### src/rtl/fft_s2p8.sv
// ============================================================================
// Module      : fft_s2p8
// Description : Serial-to-parallel converter that sits in front of an 8-point
//               FFT core. Complex samples arrive one per cycle and are
//               collected into one of two ping-pong frame banks. Lanes are
//               written in 3-bit bit-reversed order, so the core gets its
//               input already permuted. A bank is presented as one 8-lane
//               frame once it is full, and it is released when the
//               downstream accepts it.
//
// Ports       : clk          - clock; all state changes on the rising edge
//               rst_n        - asynchronous reset, active low
//               din_vld      - the serial sample is valid
//               din_sof      - start of frame, qualified by din_vld
//               din_re/im    - sample components, two's complement
//               din_rdy      - a sample can be accepted this cycle
//               dout_rdy     - the downstream accepts the presented frame
//               vld_out      - a complete frame is presented
//               fft_dout_re  - real lanes; lane k = [k*W +: W]
//               fft_dout_im  - imaginary lanes, same packing
//               frm_err      - sticky: a partial frame was truncated by sof
//
// Revision    : 1.0 - initial release
// ============================================================================
`default_nettype none

module fft_s2p8 #(
    parameter int FFT_DATA_WD = 10
) (
    input  logic                     clk,
    input  logic                     rst_n,
    input  logic                     din_vld,
    input  logic                     din_sof,
    input  logic [FFT_DATA_WD-1:0]   din_re,
    input  logic [FFT_DATA_WD-1:0]   din_im,
    output logic                     din_rdy,
    input  logic                     dout_rdy,
    output logic                     vld_out,
    output logic [8*FFT_DATA_WD-1:0] fft_dout_re,
    output logic [8*FFT_DATA_WD-1:0] fft_dout_im,
    output logic                     frm_err
);

    // ------------------------------------------------------------------
    // State
    // ------------------------------------------------------------------
    logic [2:0]             r_cnt;      // index of the next in-frame sample
    logic                   r_wp;       // bank being filled
    logic                   r_rp;       // bank being presented
    logic [1:0]             r_full;     // per-bank "complete frame" flag
    logic                   r_frm_err;
    logic [FFT_DATA_WD-1:0] r_bank_re [2][8];
    logic [FFT_DATA_WD-1:0] r_bank_im [2][8];

    // ------------------------------------------------------------------
    // Handshake decode
    // ------------------------------------------------------------------
    logic       w_accept;
    logic       w_consume;
    logic [2:0] w_n;        // sample index used for this sample
    logic [2:0] w_lane;     // bit-reversed destination lane
    logic       w_last;     // this sample completes the frame
    logic       w_trunc;    // sof arrived in the middle of a frame
    logic [1:0] w_full_nxt;

    assign din_rdy   = ~r_full[r_wp];
    assign vld_out   = r_full[r_rp];
    assign w_accept  = din_vld & din_rdy;
    assign w_consume = vld_out & dout_rdy;

    // A sof sample always restarts the frame at index 0. Samples of the
    // truncated frame already sitting in the bank are simply overwritten
    // as the new frame fills all eight lanes before the bank is marked full.
    assign w_n     = din_sof ? 3'd0 : r_cnt;
    assign w_lane  = {w_n[0], w_n[1], w_n[2]};
    assign w_last  = (w_n == 3'd7);
    assign w_trunc = din_sof & (r_cnt != 3'd0);

    // Completion and consumption can land on the same edge; they always
    // touch different banks because a completing bank is never full and a
    // consumed bank always is.
    always_comb begin
        w_full_nxt = r_full;
        if (w_consume) begin
            w_full_nxt[r_rp] = 1'b0;
        end
        if (w_accept && w_last) begin
            w_full_nxt[r_wp] = 1'b1;
        end
    end

    // ------------------------------------------------------------------
    // Control registers
    // ------------------------------------------------------------------
    always_ff @(posedge clk or negedge rst_n) begin
        if (!rst_n) begin
            r_cnt     <= 3'd0;
            r_wp      <= 1'b0;
            r_rp      <= 1'b0;
            r_full    <= 2'b00;
            r_frm_err <= 1'b0;
        end else begin
            r_full <= w_full_nxt;
            if (w_consume) begin
                r_rp <= ~r_rp;
            end
            if (w_accept) begin
                r_cnt <= w_last ? 3'd0 : (w_n + 3'd1);
                if (w_last) begin
                    r_wp <= ~r_wp;
                end
                if (w_trunc) begin
                    r_frm_err <= 1'b1;
                end
            end
        end
    end

    // ------------------------------------------------------------------
    // Frame banks
    // ------------------------------------------------------------------
    always_ff @(posedge clk or negedge rst_n) begin
        if (!rst_n) begin
            for (int b = 0; b < 2; b++) begin
                for (int l = 0; l < 8; l++) begin
                    r_bank_re[b][l] <= '0;
                    r_bank_im[b][l] <= '0;
                end
            end
        end else if (w_accept) begin
            r_bank_re[r_wp][w_lane] <= din_re;
            r_bank_im[r_wp][w_lane] <= din_im;
        end
    end

    // ------------------------------------------------------------------
    // Output lanes always reflect the presented bank
    // ------------------------------------------------------------------
    generate
        for (genvar k = 0; k < 8; k++) begin : g_lane
            assign fft_dout_re[k*FFT_DATA_WD +: FFT_DATA_WD] = r_bank_re[r_rp][k];
            assign fft_dout_im[k*FFT_DATA_WD +: FFT_DATA_WD] = r_bank_im[r_rp][k];
        end
    endgenerate

    assign frm_err = r_frm_err;

endmodule

`default_nettype wire

### config.mk
export PLATFORM = sky130hd
export DESIGN_NAME = fft_s2p8
export DESIGN_NICKNAME = d
export VERILOG_FILES = /design/src/rtl/fft_s2p8.sv
export SDC_FILE = /design/constraint.sdc
export NUM_CORES = 1
export LEC_CHECK = 0
export ABC_CLOCK_PERIOD_IN_PS = 2400
export BUFFER_PORTS_ARGS = -buffer_cell sky130_fd_sc_hd__buf_2
export CAP_MARGIN = 20
export CORE_MARGIN = 4
export CORE_UTILIZATION = 55
export DETAILED_ROUTE_END_ITERATION = 7
export PLACE_DENSITY = 0.77
export SETUP_SLACK_MARGIN = 0.02
export SLEW_MARGIN = 0
export SYNTH_ARGS = -nofsm -noshare
export SYNTH_HDL_FRONTEND = slang
export SYNTH_SLANG_ARGS = --single-unit
### constraint.sdc
create_clock -name clk -period 2.4 [get_ports clk]
set_clock_uncertainty 0.2 [all_clocks]
set_input_delay 0.12 -clock clk [delete_from_list [all_inputs] [get_ports clk]]
set_output_delay 0.12 -clock clk [all_outputs]
set_load 0.005 [all_outputs]
==> impl_metrics.tcl <==
set metrics [dict create \
    outcome "completed" \
    regArea_sq_um 8210 \
    dp_hpwl_um 20300 \
    finalCritPeriodShare_pct 95.7 \
    io_buffers 187 \
    grt_first_pass_wirelength_um 50300 \
    clock_path_buffers 3 \
    chipWidth_um 169 \
    fin_setup_tns_ns 0 \
    grt_max_degree 70 \
    crit_path_end_kind "primary output" \
    insertion_delay_ns 0.50 \
    worstSetupStartpointType "register" \
    cp_max_fo 19 \
    route.detailed.drc 0 \
    synth-seq-cells 328 \
    multi_input_area_sq_um 5740 \
    path_clk_slew_ns 0.06 \
    syn_area_per_cell_sq_um 15.4 \
    reg2reg_depth 4 \
    fill_cells 1856 \
    numCtsBuffers 35 \
    layout-drive-gt1-share_pct 65.2 \
    via_per_inst 5.60 \
    grt_util_all_layers_pct 22.3 \
    path_class "register to primary output" \
    antenna_found_initial 1 \
    irDropWorstVdd_mv 0.518 \
    dp_cells 1405 \
    utilization_pct 67.2 \
    cp.arrival_ns 1.98 \
    cts_htree_levels 2 \
    worst_pin_slew_ns 0.516 \
    vias 8349 \
    max_freq_mhz 435 \
    grt_pass1_vias 8866 \
    first_pass_iters 6 \
    maxSlewViolCount 0 \
    fin_cells 1490 \
    layout_commonest_cell "mux2_2" \
    routedWlPerCell_um 21.3 \
    synth_warnings 0 \
    wirelength_um 31800 \
    setup-violations-final 0 \
    mostFrequentLayoutCells "mux2_2, dfrtp_1, buf_2" \
    synth_cell_types 27 \
    cellLeakagePower_uw 0.00861 \
    hold_viol 0 \
    cts_tree "done" \
    cellPowerDensity_nw_per_um2 1130 \
    syn_nets 958 \
    worstPathRequired_ns 2.08 \
    clock-sinks 328 \
    ios 188 \
    start_util_pct 56.3 \
    nets 1164 \
    ff2ff_setup_slack_ns 0.27 \
    rsz0062_at_grt "no" \
    hold_path_class "input pin to async pin" \
    place.gp.congestion 0.780 \
    cts_root_buf "clkbuf_16" \
    cap_violations 0 \
    post-route-min-period_ns 2.30 \
    grt-ovfl-total 0 \
    rows 58 \
    ys_seq_area_share_pct 57.4 \
    cts_resized 0 \
    holdWs_ns 0.0420 \
    area_delta_synth_final_pct 19.4 \
    netlist_area_sq_um 14300 \
    coreArea_sq_um 25400 \
    first_iter_violations 445 \
    netlist_instances 932 \
    fp.dieH_um 169 \
    die_area_sq_um 28700 \
    slew_headroom_pct 65.1 \
    antenna_left 0 \
]
[path summary, 6_finish.rpt]
path,from,endpoint
max,r_rp$_DFFE_PN0N_,fft_dout_re[58]
min,rst_n,r_bank_im[135]$_DFFE_PN0P_
max reg2reg,r_full[0]$_DFF_PN0_,r_bank_re[98]$_DFFE_PN0P_
min reg2reg,r_bank_im[98]$_DFFE_PN0P_,r_bank_im[98]$_DFFE_PN0P_
max in group asynchronous,rst_n,r_bank_im[26]$_DFFE_PN0P_
min in group clk,dout_rdy,r_rp$_DFFE_PN0N_
[worst max-delay path: stages (launching register included)]
cell     delay [ns]
dfrtp_4        0.59
buf_4          0.35
mux2_2         0.40
buf_2          0.13
[per-layer routing]
metal / part of all wire, % / wire length (um) / global-route usage (%)
met2: 49 / 15600 / 36.6
met1: 46 / 14600 / 31.7
met4: 1.7 / 554 / 5.18
met3: 3.4 / 1090 / 3.52
met5: 0 / 0 / 0
[what timing repair did]
item                       CTS  global route
hold endpoints to repair   631             0
hold buffers                25             0
setup buffers                1             0
setup endpoints to repair   20             0
[area by class of cell]
class / instances / area share (%)
diodes: 1 / 0.0147
clock buffers: 54 / 6.07
clock inverters: 4 / 0.286
inverters: 4 / 0.0879
multi-input cells: 525 / 33.6
flip-flops and latches: 328 / 48.1
well taps: 330 / 2.42
repair buffers: 244 / 9.44
[per-stage QoR]
stage	instance area (sq um)	total power, uW	setup slack (ns)
floorplan	14300	11600	0.368
global placement	15700	14000	0.355
detailed placement	15700	14200	0.261
CTS	17100	19500	0.0882
global route	17100	20300	0.0538
finish	17100	19300	0.104
[logic make-up after synthesis]
kind of cell | Yosys count | share of synthesized area [%]
adders and majority gates | 1 | 0.0874
buffers and inverters | 79 | 2.62
AOI/OAI and AO/OA | 9 | 0.429
DFF | 328 | 57.4
muxes | 484 | 38.1
and+or+nand+nor | 31 | 1.40
[cells in the mapped netlist (all sizes together)]
cell    number  share of area, %
a21o         2              0.10
a21oi        1             0.035
a22o         2              0.12
a31oi        1             0.044
and2         1             0.044
and3         2             0.087
and3b        2              0.12
buf         51               1.9
clkbuf      24              0.63
dfrtp      328                57
ha           1             0.087
inv          4              0.10
mux2       483                38
mux2i        1             0.070
nand2        8              0.21
nand2b       1             0.044
nand3        4              0.14
nand3b       3              0.16
nor2         1             0.026
nor2b        2             0.087
nor3         2             0.070
nor3b        4              0.35
nor4b        1             0.061
o21ai        2             0.070
o31ai        1             0.052
[state kept, by name, indices dropped and copies added, names as in the netlist]
register   flops
r_bank_im    160
r_bank_re    160
r_cnt          3
r_full         2
frm_err        1
r_rp           1
r_wp           1
[power breakdown]
part	internal, uW	switching [uW]
clock network	3060	2040
logic	3640	2550
registers	7130	830
(Power assumes the default switching activity.)
